[src/rtl/posit_fft_pkg.sv]
// Shared definitions for the posit FFT datapath: word width and the
// scheduler state encoding.
package posit_fft_pkg;

   localparam int POSIT_W = 32;

   typedef enum logic [1:0] {
      ST_IDLE  = 2'd0,
      ST_ISSUE = 2'd1,
      ST_DRAIN = 2'd2,
      ST_DONE  = 2'd3
   } sched_state_e;

endpackage

[src/rtl/posit_fft_stage_sched_addr_delay.sv]
// Write-back delay line: carries {valid, addr_a, addr_b} from the issue port
// to the butterfly write port, PIPE_LAT cycles later.
module fft_addr_delay
   import posit_fft_pkg::*;
#(
   parameter int LOG2N    = 3,
   parameter int PIPE_LAT = 2
) (
   input  logic             clk,
   input  logic             rst,
   input  logic             vld_in,
   input  logic [LOG2N-1:0] a_in,
   input  logic [LOG2N-1:0] b_in,
   output logic             vld_out,
   output logic [LOG2N-1:0] a_out,
   output logic [LOG2N-1:0] b_out
);

   localparam int W = 1 + 2 * LOG2N;

   logic [W-1:0] sr_q [PIPE_LAT];

   always_ff @(posedge clk or posedge rst) begin
      if (rst) begin
         for (int i = 0; i < PIPE_LAT; i++) sr_q[i] <= '0;
      end else begin
         sr_q[0] <= {vld_in, a_in, b_in};
         for (int i = 1; i < PIPE_LAT; i++) sr_q[i] <= sr_q[i-1];
      end
   end

   assign {vld_out, a_out, b_out} = sr_q[PIPE_LAT-1];

endmodule

[src/rtl/posit_fft_stage_sched.sv]
// In-place radix-2 DIT FFT issue scheduler: one butterfly per cycle over all
// stages, with a drain gap per stage so write-back lands before the next stage reads.
module posit_fft_stage_sched
   import posit_fft_pkg::*;
#(
   parameter int LOG2N    = 3,
   parameter int PIPE_LAT = 2,
   localparam int SW      = ($clog2(LOG2N) < 1) ? 1 : $clog2(LOG2N)
) (
   input  logic             clk,
   input  logic             rst,
   input  logic             start,
   input  logic             bf_valid,
   output logic             busy,
   output logic             done,
   output logic [SW-1:0]    stage,
   output logic             issue_valid,
   output logic [LOG2N-1:0] rd_addr_a,
   output logic [LOG2N-1:0] rd_addr_b,
   output logic [LOG2N-2:0] tw_idx,
   output logic             wr_en,
   output logic [LOG2N-1:0] wr_addr_a,
   output logic [LOG2N-1:0] wr_addr_b,
   output logic             err
);

   localparam int JW = LOG2N - 1;
   localparam int DW = ($clog2(PIPE_LAT) < 1) ? 1 : $clog2(PIPE_LAT);
   localparam logic [SW-1:0] S_LAST = SW'(LOG2N - 1);
   localparam logic [DW-1:0] D_LAST = DW'(PIPE_LAT - 1);

   sched_state_e     state_q, state_d;
   logic [SW-1:0]    s_q, s_d;
   logic [JW-1:0]    j_q, j_d;
   logic [DW-1:0]    dcnt_q, dcnt_d;

   logic             issue_vld_q, busy_q, done_q, err_q;
   logic [SW-1:0]    stage_q;
   logic [LOG2N-1:0] rd_a_q, rd_b_q;
   logic [JW-1:0]    tw_q;

   logic [LOG2N-1:0] a_d, b_d;
   logic [JW-1:0]    tw_d;
   logic             wr_en_w;
   logic [LOG2N-1:0] wr_a_w, wr_b_w;

   function automatic logic [LOG2N-1:0] half_of(input logic [SW-1:0] s);
      return LOG2N'(1) << s;
   endfunction

   // A address: insert a zero at bit s of j (group bits move up one place).
   function automatic logic [LOG2N-1:0] addr_a_of(input logic [SW-1:0] s,
                                                   input logic [JW-1:0] j);
      logic [LOG2N-1:0] jx, lo;
      jx = {1'b0, j};
      lo = jx & (half_of(s) - LOG2N'(1));
      return (((jx >> s) << 1) << s) | lo;
   endfunction

   function automatic logic [JW-1:0] tw_of(input logic [SW-1:0] s,
                                           input logic [JW-1:0] j);
      logic [2*LOG2N-1:0] t;
      t = {LOG2N'(0), {1'b0, j} & (half_of(s) - LOG2N'(1))};
      t = (t << (LOG2N - 1)) >> s;
      return t[JW-1:0];
   endfunction

   always_comb begin
      state_d = state_q;
      s_d     = s_q;
      j_d     = j_q;
      dcnt_d  = dcnt_q;
      case (state_q)
         ST_IDLE: begin
            s_d    = '0;
            j_d    = '0;
            dcnt_d = '0;
            if (start) state_d = ST_ISSUE;
         end
         ST_ISSUE: begin
            if (&j_q) begin
               state_d = ST_DRAIN;
               dcnt_d  = '0;
            end else begin
               j_d = j_q + JW'(1);
            end
         end
         ST_DRAIN: begin
            if (dcnt_q == D_LAST) begin
               if (s_q == S_LAST) begin
                  state_d = ST_DONE;
               end else begin
                  state_d = ST_ISSUE;
                  s_d     = s_q + SW'(1);
                  j_d     = '0;
               end
            end else begin
               dcnt_d = dcnt_q + DW'(1);
            end
         end
         default: state_d = ST_IDLE;
      endcase
   end

   always_comb begin
      a_d  = addr_a_of(s_d, j_d);
      b_d  = a_d + half_of(s_d);
      tw_d = tw_of(s_d, j_d);
   end

   // Outputs are registered from next-state values so they align with the state.
   always_ff @(posedge clk or posedge rst) begin
      if (rst) begin
         state_q     <= ST_IDLE;
         s_q         <= '0;
         j_q         <= '0;
         dcnt_q      <= '0;
         issue_vld_q <= 1'b0;
         rd_a_q      <= '0;
         rd_b_q      <= '0;
         tw_q        <= '0;
         busy_q      <= 1'b0;
         done_q      <= 1'b0;
         stage_q     <= '0;
         err_q       <= 1'b0;
      end else begin
         state_q     <= state_d;
         s_q         <= s_d;
         j_q         <= j_d;
         dcnt_q      <= dcnt_d;
         issue_vld_q <= (state_d == ST_ISSUE);
         rd_a_q      <= (state_d == ST_ISSUE) ? a_d : '0;
         rd_b_q      <= (state_d == ST_ISSUE) ? b_d : '0;
         tw_q        <= (state_d == ST_ISSUE) ? tw_d : '0;
         busy_q      <= (state_d != ST_IDLE);
         done_q      <= (state_d == ST_DONE);
         stage_q     <= (state_d == ST_IDLE) ? '0 : s_d;
         err_q       <= err_q | (wr_en_w & ~bf_valid);
      end
   end

   fft_addr_delay #(
      .LOG2N   (LOG2N),
      .PIPE_LAT(PIPE_LAT)
   ) u_delay (
      .clk    (clk),
      .rst    (rst),
      .vld_in (issue_vld_q),
      .a_in   (rd_a_q),
      .b_in   (rd_b_q),
      .vld_out(wr_en_w),
      .a_out  (wr_a_w),
      .b_out  (wr_b_w)
   );

   assign busy        = busy_q;
   assign done        = done_q;
   assign stage       = stage_q;
   assign issue_valid = issue_vld_q;
   assign rd_addr_a   = rd_a_q;
   assign rd_addr_b   = rd_b_q;
   assign tw_idx      = tw_q;
   assign wr_en       = wr_en_w;
   assign wr_addr_a   = wr_a_w;
   assign wr_addr_b   = wr_b_w;
   assign err         = err_q;

endmodule

[config.mk]
export PLATFORM = sky130hd
export DESIGN_NAME = posit_fft_stage_sched
export DESIGN_NICKNAME = d
export VERILOG_FILES = /design/src/rtl/posit_fft_pkg.sv /design/src/rtl/posit_fft_stage_sched_addr_delay.sv /design/src/rtl/posit_fft_stage_sched.sv
export SDC_FILE = /design/constraint.sdc
export NUM_CORES = 1
export LEC_CHECK = 0
export ABC_AREA = 1
export CORE_MARGIN = 2
export CORE_UTILIZATION = 34
export CTS_BUF_LIST = sky130_fd_sc_hd__clkbuf_16
export DETAILED_ROUTE_END_ITERATION = 8
export GPL_ROUTABILITY_DRIVEN = 0
export SYNTH_ARGS = -nofsm -noshare
export SYNTH_HDL_FRONTEND = slang
export SYNTH_HIERARCHICAL = 1
export SYNTH_SLANG_ARGS = --single-unit
[constraint.sdc]
create_clock -name clk -period 1.7 [get_ports clk]
set_input_delay 0.51 -clock clk [delete_from_list [all_inputs] [get_ports clk]]
set_output_delay 0.51 -clock clk [all_outputs]
set_load 0.01 [all_outputs]
-- Yosys cells after proc, flatten, opt, wreduce, memory -nomap -nowiden
Index checks and enable logic that the tools add are counted.
W data, S select, Z words.
- bits of input ports: 4
- output and inout port bits: 21
- bits in registers: 35
- logic and storage cells: 59
- bitwise gates (word level): 5
- add/sub/neg operators: 5
- equality and inequality tests: 6
- reduce and logical (&&, ||, !) cells: 6
- shift operators: 4
- muxes and demuxes: 19
- operator list (kind ; count):
    $mux W2 ; 11
    $pmux W2 S3 ; 2
    $eq A2 B2 Y1 const B ; 3
    $mux W3 ; 2
    $shr A5 B2 Y2 ; 1
    $add A2 B1 Y2 const B ; 2
    $eq A2 B1 Y1 const B ; 2
    $logic_not A2 Y1 ; 2
    $pmux W2 S2 ; 1
    $reduce_and A2 Y1 ; 2
    $add A3 B3 Y3 ; 1
    $and A2 B3 Y3 ; 1
    $or A3 B3 Y3 ; 1
    $pmux W1 S3 ; 1
    $reduce_bool A3 Y1 ; 1
    $shl A1 B2 Y3 const A ; 1
    $shl A3 B2 Y3 ; 1
    $sub A3 B1 Y3 const B ; 1
    $mux W1 ; 2
    $ne A2 B2 Y1 const B ; 1
    $reduce_bool A2 Y1 ; 1
    $shr A2 B2 Y2 ; 1
    $add A1 B1 Y1 const B ; 1
    $and A1 B1 Y1 ; 1
    2 further kinds ; 2

-- Longest topological paths before layout
Gate-level depths: netlist of run 1.
- depth after elaboration: 10
- mapped depth: 13
- depth with buffers taken out: 13

-- Modules after synthesis
The synthesis of run 1 kept the hierarchy.
- modules (own cells, without submodules) (module ; area an instance (µm²) ; instances ; cells an instance ; seq. area each (µm²)):
    posit_fft_stage_sched ; 989.7 ; 1 ; 106 ; 525.5
    fft_addr_delay ; 399.1 ; 1 ; 21 ; 350.3

-- Worst setup path before layout of run 1
OpenSTA, ideal clock, no wires.
- kind: register -> register
- start point: register s_q[0]
- end point: register rd_b_q[2] (netlist: rd_addr_b[2])
- stages on the path, launching flop included: 14
- setup slack: -0.178 ns
- library setup time: 0.120 ns
- required time: 1.580 ns
- clock period less this slack: 1.878 ns
- buffers on the path: 0
- arrival time: 1.758 ns
- cell sequence: dfrtp_1 > inv_1 > ha_1 > nand2_1 > nand2_1 > nand2_1 > nand2_2 > nor2_1 > inv_1 > fa_1 > inv_1 > nand3_1 > nand2_1 > nor2_2
- word-level cells in the longest chain between the ends: 10
- elaborated cells on any way between the ends: 20
- those cells by class: 3 x add/sub; 2 x eq/ne; 3 x shift; 10 x mux; 2 x bitwise
- ends and longest elaborated chain (element ; RTL line ; text):
    start: declaration ; posit_fft_stage_sched.sv:33 ; logic [SW-1:0] s_q, s_d;
    start signal: assignment ; posit_fft_stage_sched.sv:115 ; s_q <= '0;
    start signal: assignment ; posit_fft_stage_sched.sv:128 ; s_q <= s_d;
    $add A2 B1 Y2 / $eq A2 B2 Y1 (equally long branches) ; posit_fft_stage_sched.sv:94, posit_fft_stage_sched.sv:90 ;
    $mux W2 (*) ; posit_fft_stage_sched.sv:90 ; if (s_q == S_LAST) begin
    $mux W2 (*) ; posit_fft_stage_sched.sv:89 ; if (dcnt_q == D_LAST) begin
    $pmux W2 S2 (*) ; posit_fft_stage_sched.sv:73 ; case (state_q)
    named net s_d[1] ; posit_fft_stage_sched.sv:33 ;
    $shl A1 B2 Y3 ; posit_fft_stage_sched.sv:48 ; return LOG2N'(1) << s;
    $sub A3 B1 Y3 ; posit_fft_stage_sched.sv:56 ; lo = jx & (half_of(s) - LOG2N'(1));
    $and A2 B3 Y3 ; posit_fft_stage_sched.sv:56 ;
    $or A3 B3 Y3 ; posit_fft_stage_sched.sv:57 ; return (((jx >> s) << 1) << s) | lo;
    $add A3 B3 Y3 (*) ; posit_fft_stage_sched.sv:107 ; b_d = a_d + half_of(s_d);
    $mux W3 (*) ; posit_fft_stage_sched.sv:133 ; rd_b_q <= (state_d == ST_ISSUE) ? b_d : '0;
    end signal: assignment ; posit_fft_stage_sched.sv:133 ;
    end: declaration ; posit_fft_stage_sched.sv:39 ; logic [LOG2N-1:0] rd_a_q, rd_b_q;
The timed path passes the listed nets; every way through them passes the cells marked *.
A chain may end at the register's enable or synchronous reset.

-- Final worst setup path of run 1
- start point: register s_q[0]
- end point: register rd_b_q[1] (netlist: rd_addr_b[1])
Same word-level chain as after synthesis.

==> impl_metrics.yaml, run 1 <==
status:
  status: "finished, violations left"
  violations: "negative setup slack"
sta:
  finalMaxSlewViolations: 0
  fmax_mhz: 535
  setup_viol: 3
  final_hold_viol_count: 0
  rsz0062_at_grt: "true"
  min_period_over_period: 1.10
  worst_slack_ns: -0.170
  fin_crit_ns: 1.87
  fin_skew_ns: 0.00489
floorplan:
  start_util: 0.350
  io_pins: 25
  die_y_um: 67.9
  placementRows: 23
  die_w_um: 67.9
  coreArea_um2: 3970
  dieArea_um2: 4610
synth:
  syn_avg_cell_area_um2: 10.9
  seq_area_frac_synth: 0.631
  synth_seq_cells: 35
  syn_inst: 127
  netlist_area_um2: 1390
  yosysWarnings: 6
  synth_cell_types: 27
  syn_nets: 134
power_and_ir_drop:
  leakagePower_nw: 1.15
  peakVddDrop_v: 0.000958
  finalPower_mw: 3.72
  power_density_nw_per_um2: 1700
cells_and_area:
  fillCellCount: 317
  syn_to_final_growth_pct: 57.8
  final_common_cell: "dfrtp_1"
  multi_input_area_um2: 531
  instances_no_fill: 229
  regArea_um2: 877
  layout_common_cells: "dfrtp_1, nand2_1, buf_4"
  fin_nets: 185
  diodes: 0
  drive_gt1_frac: 0.430
critical_path:
  cp_slowest_cell: "fa_2"
  worst_setup_path_end_kind: "flip-flop"
  crit_path_max_incr_delay_ns: 0.52
  crit_chain: "inv_2 -> ha_4 -> nand2_4 -> nand2_4 -> nand2_4 -> nand2_4 -> nor2_4 -> a21oi_4 -> fa_2 -> nor2_1"
  required_ns: 1.87
  critical_path_arrival_ns: 2.04
  path_buf_inv: 1
  crit_type: "reg2reg"
  crit_top_cell: "nand2_4"
  critPathTopFamily: "adder cells"
  crit_path_max_fanout: 3
  start_kind: "flip-flop"
drt:
  vias: 1017
  wl_per_cell_um: 12.6
  avgViaCountPerCell: 4.44
  first_pass_iters: 4
  drtIter0Drc: 42
  wirelength_um: 2890
  drtAntennaViolNets: 0
  drcViolationCount: 0
grt:
  top_usage_layer: "met2"
  grt_max_degree: 15
  use_met3: 0.0625
  globalRouteMet2Util: 0.255
  antenna_found_initial: 0
  grt_util_all_layers: 0.154
  grt_pass1_vias: 1087
  grt_pass1_wl_um: 4950
  overflow: 0
  grtUsageMet1: 0.167
clock_tree:
  cts_buffers: 5
  clk_pin_slew_ns: 0.05
  cts_root_buffer: "clkbuf_16"
  clockBufferDepth: 2
  cts_tree: "done"
  insertion_delay_ns: 0.28
  htreeDepth: 2
  cts_sinks: 35
place:
  portBuffers: 24
  dp_cells: 207
  pre_cts_ws_ns: -0.302
  dpl.hpwl_um: 1990
run:
  max-cap-violations: 0
worst_hold_path:
  hold_path.class: "reg2reg"
==> report_power, final <==
part / internal (mW) / total [mW] / switching, mW
clock: 0.690 / 1.03 / 0.337
combinational: 0.698 / 1.47 / 0.776
sequential: 1.09 / 1.22 / 0.132
==> worst paths after layout <==
path / startpoint / endpoint / slack [ns] / depth (start not counted)
max reg2reg: s_q[0] / rd_addr_b[1] / -0.17 / 10
min in group asynchronous: rst / tw_idx[1] / 0.53 / 2
max: s_q[0] / rd_addr_b[1] / -0.17 / 10
max in group asynchronous: rst / state_q[0] / 0.78 / 3
min reg2reg: u_delay/sr_q[12] / u_delay/a_out[2] / 0.35 / 0
min: u_delay/sr_q[12] / u_delay/a_out[2] / 0.35 / 0
==> cell usage after synthesis <==
cell type  instances  area share
conb_1             1      0.0027
nand2_4            1      0.0081
nor2_2             3       0.014
clkinv_1           1      0.0027
inv_2              5       0.014
inv_1             11       0.030
buf_4              6       0.032
inv_4              1      0.0045
ha_1               2       0.018
a21oi_2            2       0.013
nor2_4             3       0.024
a21boi_1           1      0.0054
nand3_2            1      0.0072
o21ai_2            1      0.0063
o21ai_0            3       0.011
a21oi_1            1      0.0036
a31oi_1            1      0.0045
o21bai_1           2       0.011
nand3_1            3       0.011
fa_1               1       0.014
nor3_1             1      0.0036
nand2_2            3       0.014
nand2_1           28       0.076
nor2_1             8       0.022
o21a_4             1       0.011
dfrtp_1           35        0.63
a21boi_2           1      0.0081
==> logic make-up (layout without fill, tap and decap cells) <==
logic type | count (synthesis) | in the layout | synth area share
compound gates | 13 | 13 | 0.0730
fa+ha+maj | 3 | 3 | 0.0324
buf+inv | 24 | 76 | 0.0829
flops | 35 | 35 | 0.631
other cells | 1 | 1 | 0.00270
simple gates | 51 | 51 | 0.178
==> flip-flops by register name, summed over array words and instances, names as in the netlist, 3 cells and up <==
| register | flops |
|---|---|
| u_delay/a_out | 3 |
| u_delay/sr_q | 7 |
| rd_addr_a | 3 |
| rd_addr_b | 3 |
| u_delay/b_out | 3 |
==> timing repair <==
| action | in CTS | in global routing |
|---|---|---|
| buffers inserted | 13 | 3 |
| endpoints found under the setup margin | 2 | 20 |
| gates resized for setup | 19 | 22 |
| hold buffers | 0 | 0 |
| pin swaps | 9 | 16 |
==> through the flow <==
step	hold WS, ns	instance area (um^2)	TNS [ns]	util
global route	0.353	2190	-0.632	0.552
floorplan	0.331	1400	-0.217	-
CTS	0.349	2110	-0.419	0.531
detailed placement	0.336	1760	-0.600	0.444
global placement	0.333	1760	-0.344	0.444
finish	0.345	2190	-0.437	0.552
==> per-layer routing <==
layer  vias up  part of all wire
met1       485              0.40
met4         0             0.030
met5         -                 0
met3         9             0.055
met2        36              0.51
li1        487                 -
==> final cells by class <==
class,count,share of cell area
timing repair buffer,50,0.219
inverter,18,0.0331
multi-input combinational,68,0.242
clock inverter,3,0.0200
clock buffer,5,0.0571
sequential,35,0.400
tap,50,0.0285
No activity file was read; power rests on OpenSTA's default activity.
==> run 2, diff against run 1 <==
--- a/config.mk
+++ b/config.mk
@@ -11,6 +11,7 @@
 export CTS_BUF_LIST = sky130_fd_sc_hd__clkbuf_16
 export DETAILED_ROUTE_END_ITERATION = 8
 export GPL_ROUTABILITY_DRIVEN = 0
+export GPL_TIMING_DRIVEN = 0
 export SYNTH_ARGS = -nofsm -noshare
 export SYNTH_HDL_FRONTEND = slang
 export SYNTH_HIERARCHICAL = 1
==> run 2 against run 1 <==
Net effect: the run still ends with negative setup slack left; cell count down 5.7%; critical path depth unchanged; fmax down 4.2%; clock power down 18%; highest routed layer unchanged; register-to-register slack worse by 0.08 ns; total power down 13%.
==> impl_metrics.yaml, run 2 (synthesis gave the netlist of run 1 again) <==
grt:
  overflow: 0
  grt_util_all_layers: 0.133
  grt_max_degree: 22
  antenna_found_initial: 0
  grt_pass1_wl_um: 4400
  grt_pass1_vias: 993
  globalRouteMet2Util: 0.225
  top_usage_layer: "met2"
  use_met3: 0.0428
  grtUsageMet1: 0.146
critical_path:
  crit_path_max_fanout: 4
  cp_slowest_cell: "fa_2"
  start_kind: "flip-flop"
  crit_path_max_incr_delay_ns: 0.53
  rr_startpoint: "s_q[1]"
  required_ns: 1.86
  crit_top_cell: "nand2_2"
  critPathTopFamily: "adder cells"
  critical_path_arrival_ns: 2.11
  crit_type: "reg2reg"
  worst_setup_path_end_kind: "flip-flop"
  path_buf_inv: 1
  startpoint: "s_q[1]"
  r2r_setup_slack_ns: -0.25
  crit_chain: "inv_1 -> ha_1 -> nand2_1 -> nand2_2 -> nand2_2 -> nand2_4 -> nor2_4 -> a21oi_4 -> fa_2 -> nor2_2"
  r2r_end: "rd_addr_b[1]"
  reg2regPathDepth: 10
clock_tree:
  cts_root_buffer: "clkbuf_16"
  cts_sinks: 35
  ctsHoldBuffers: 0
  clockBufferDepth: 2
  htreeDepth: 2
  insertion_delay_ns: 0.27
  cts_buffers: 5
  cts_tree: "done"
  clk_pin_slew_ns: 0.05
cells_and_area:
  syn_to_final_growth_pct: 40.3
  largest_register: "u_delay/sr_q"
  instances_no_fill: 216
  stdcell_area_um2: 1950
  diodes: 0
  final_common_cell: "dfrtp_1"
  fin_nets: 172
  largest_register_ffs: 7
  layout_common_cells: "dfrtp_1, nand2_1, buf_4"
  drive_gt1_frac: 0.325
worst_hold_path:
  hold_path.class: "reg2reg"
  min_to: "u_delay/vld_out"
  hold_start: "u_delay/sr_q[13]"
  hold_depth: 0
drt:
  vias: 950
  drtIter0Drc: 46
  avgViaCountPerCell: 4.40
  wirelength_um: 2620
  drcViolationCount: 0
  first_pass_iters: 4
  wl_per_cell_um: 12.1
  drtAntennaViolNets: 0
place:
  dp_cells: 201
  portBuffers: 24
  dpl.hpwl_um: 1780
  detailed_place.area_um2: 1700
  pre_cts_ws_ns: -0.323
sta:
  worst_slack_ns: -0.251
  rsz0062_at_grt: "true"
  max-slew-margin-rel: 0.458
  setup_viol: 2
  final_hold_viol_count: 0
  fmax_mhz: 512
  fin_tns_setup_ns: -0.492
  fin_skew_ns: 0.00203
  tightest_slew_ns: 0.812
  fin_crit_ns: 1.95
  min_period_over_period: 1.15
  whs_ns: 0.347
  finalMaxSlewViolations: 0
floorplan:
  placementRows: 23
  die_y_um: 67.9
  coreArea_um2: 3970
  die_w_um: 67.9
  start_util: 0.350
  dieArea_um2: 4610
  io_pins: 25
status:
  status: "finished, violations left"
  violations: "negative setup slack"
power_and_ir_drop:
  power_density_nw_per_um2: 1670
  leakagePower_nw: 1.03
  peakVddDrop_v: 0.000868
run:
  max-cap-violations: 0
## run 2: worst max-delay path by stage
stage | slack [ns] | cells after the start | endpoint
2_1_floorplan | -0.11 | 13 | rd_addr_b[2]
3_3_place_gp | -0.24 | 9 | rd_addr_b[1]
3_5_place_dp | -0.32 | 9 | rd_addr_b[1]
4_1_cts | -0.18 | 10 | rd_addr_b[1]
5_1_grt | -0.32 | 13 | rd_addr_b[2]
6_report | -0.25 | 10 | rd_addr_b[1]
## run 2: layer usage
metal / vias up / part of all wire
met3: 7 / 0.057
met2: 26 / 0.52
met4: 0 / 0.023
met5: - / 0
li1: 456 / -
met1: 461 / 0.39
## run 2: what timing repair did
| action | CTS | global route |
|---|---|---|
| endpoints found under the setup margin | 9 | 7 |
| resized for setup | 16 | 8 |
| buffers inserted | 4 | 3 |
| pin swaps | 8 | 1 |
| cloned | 0 | 0 |
## run 2: area by class of cell
class,instances,area [um^2]
multi-input combinational,68,457
fill,361,2020
clock inverter,3,16.3
buffer,6,45.0
clock buffer,5,125
inverter,18,70.1
sequential,35,876
timing repair buffer,31,297
tap,50,62.6
## run 2: through the flow
step | power [mW] | utilization
2_1_floorplan | 1.97 | -
3_3_place_gp | 2.36 | 0.429
3_5_place_dp | 2.41 | 0.429
4_1_cts | 3.26 | 0.478
5_1_grt | 3.49 | 0.491
6_report | 3.25 | 0.491
## run 2: report_power, final
| part | switching, mW | internal (mW) | total [mW] |
|---|---|---|---|
| registers | 0.131 | 1.08 | 1.22 |
| logic | 0.681 | 0.509 | 1.19 |
| clock network | 0.312 | 0.533 | 0.845 |
==> run 3, diff against run 2 <==
--- a/config.mk
+++ b/config.mk
@@ -7,7 +7,7 @@
 export LEC_CHECK = 0
 export ABC_AREA = 1
 export CORE_MARGIN = 2
-export CORE_UTILIZATION = 34
+export CORE_UTILIZATION = 30
 export CTS_BUF_LIST = sky130_fd_sc_hd__clkbuf_16
 export DETAILED_ROUTE_END_ITERATION = 8
 export GPL_ROUTABILITY_DRIVEN = 0
==> run 3 against run 2 <==
Net effect: the flow still finishes with violations (negative setup slack); cell count increased by 3.2%; total power increased by 2.4%; final area increased by 3.8%; first-iteration DRC count increased by 70%; register-to-register slack improved by 0.12 ns; fmax increased by 6.8%; largest power group is now combinational logic.
==> impl_metrics.yaml, run 3 (synthesis gave the netlist of run 1 again) <==
status:
  status: "finished, violations left"
  violations: "negative setup slack"
critical_path:
  worst_setup_path_end_kind: "flip-flop"
  rr_startpoint: "s_q[0]"
  crit_path_max_fanout: 5
  r2r_setup_slack_ns: -0.13
  r2r_end: "rd_addr_b[1]"
  crit_type: "reg2reg"
  required_ns: 1.91
  critical_path_arrival_ns: 2.04
  reg2regPathDepth: 9
  start_kind: "flip-flop"
drt:
  avgViaCountPerCell: 4.30
  drtIter0Drc: 78
  first_pass_iters: 4
  vias: 958
  drtAntennaViolNets: 0
  drcViolationCount: 0
  wl_per_cell_um: 12.7
  wirelength_um: 2830
sta:
  min_period_over_period: 1.07
  rsz0062_at_grt: "true"
  worst_slack_ns: -0.127
  tightest_slew_ns: 0.791
  max-slew-margin-rel: 0.472
  whs_ns: 0.347
  fin_skew_ns: 0.00263
  fmax_mhz: 547
  fin_crit_ns: 1.83
  setup_viol: 2
  finalMaxSlewViolations: 0
  final_hold_viol_count: 0
power_and_ir_drop:
  peakVddDrop_v: 0.000570
  p_seq_frac: 0.369
  p_sw_mw: 1.15
  leakagePower_nw: 1.08
  p_int_mw: 2.17
  p_sw_frac: 0.347
  clockPowerShare: 0.253
  power_density_nw_per_um2: 1650
  combPwrFrac: 0.378
floorplan:
  dieArea_um2: 5190
  coreArea_um2: 4410
  die_y_um: 72.0
  placementRows: 24
  start_util: 0.315
  io_pins: 25
  die_w_um: 72.0
clock_tree:
  htreeDepth: 2
  cts_root_buffer: "clkbuf_16"
  insertion_delay_ns: 0.28
  clockBufferDepth: 2
  cts_tree: "done"
  ctsHoldBuffers: 0
  cts_sinks: 35
  cts_buffers: 5
  clk_pin_slew_ns: 0.05
worst_hold_path:
  hold_start: "u_delay/sr_q[9]"
  hold_path.class: "reg2reg"
  min_to: "u_delay/b_out[2]"
  hold_depth: 0
place:
  dp_cells: 203
  portBuffers: 24
  dpl.hpwl_um: 1860
cells_and_area:
  syn_to_final_growth_pct: 45.6
  largest_register_ffs: 7
  instances_no_fill: 223
  fin_nets: 178
  largest_register: "u_delay/sr_q"
  diodes: 0
  final_common_cell: "dfrtp_1"
  layout_common_cells: "dfrtp_1, nand2_1, buf_4"
  drive_gt1_frac: 0.368
grt:
  grt_pass1_vias: 966
  antenna_found_initial: 0
  grt_util_all_layers: 0.115
  overflow: 0
  grt_max_degree: 22
  grt_pass1_wl_um: 4370
run:
  max-cap-violations: 0
run 3: critical path, cell delays in order, from the launching register on:
cell and delay, ns:
dfrtp_1 0.37, inv_2 0.06, ha_1 0.20, nor2_2 0.15, nand2_1 0.08, nand3_2 0.08, nand2_2 0.10, a21oi_2 0.19
fa_2 0.45, nor2_1 0.09
run 3: timing repair:
item / in CTS / in global routing
pin swaps: 9 / 8
buffers inserted: 6 / 7
endpoints found under the setup margin: 9 / 7
resized for setup: 16 / 15
run 3: power groups by stage:
stage                     logic [mW]  clock network [mW]  registers, mW
after floorplan                0.721                   0           1.25
after CTS                       1.16               0.865           1.23
after global placement          1.14                   0           1.22
after global routing            1.38               0.901           1.26
after detailed placement        1.17                   0           1.24
final                           1.26               0.842           1.23
run 3: worst max path at each step:
stage	depth (start not counted)	start	slack, ns	to
after floorplan	13	s_q[1]	-0.11	rd_addr_b[2]
after global placement	9	s_q[1]	-0.24	rd_addr_b[1]
after detailed placement	9	s_q[1]	-0.26	rd_addr_b[1]
after CTS	13	s_q[0]	-0.11	rd_addr_b[2]
after global routing	9	s_q[0]	-0.20	rd_addr_b[1]
final	9	s_q[0]	-0.13	rd_addr_b[1]
run 3: layer usage:
metal | vias up | GRT usage | part of all wire
li1 | 468 | - | -
met1 | 464 | 0.113 | 0.39
met2 | 20 | 0.202 | 0.53
met3 | 6 | 0.0528 | 0.056
met4 | 0 | 0.0650 | 0.022
met5 | - | 0 | 0
run 3: final cells by class:
type | instances | area [um^2]
plain buffers | 6 | 45.0
clock buffers | 5 | 125
clock inverters | 2 | 8.76
fillers | 399 | 2390
inverters | 18 | 70.1
multi-input cells | 68 | 489
flip-flops and latches | 35 | 877
well taps | 52 | 65.1
repair buffers | 37 | 342
run 3: through the flow:
| step | utilization | setup TNS, ns | worst slack [ns] | power (mW) | cell area [um^2] |
|---|---|---|---|---|---|
| after floorplan | - | -0.217 | -0.110 | 1.97 | 1400 |
| after global placement | 0.387 | -0.443 | -0.235 | 2.36 | 1710 |
| after detailed placement | 0.387 | -0.512 | -0.262 | 2.41 | 1710 |
| after CTS | 0.433 | -0.220 | -0.112 | 3.26 | 1910 |
| after global routing | 0.458 | -0.408 | -0.204 | 3.54 | 2020 |
| final | 0.458 | -0.221 | -0.127 | 3.33 | 2020 |
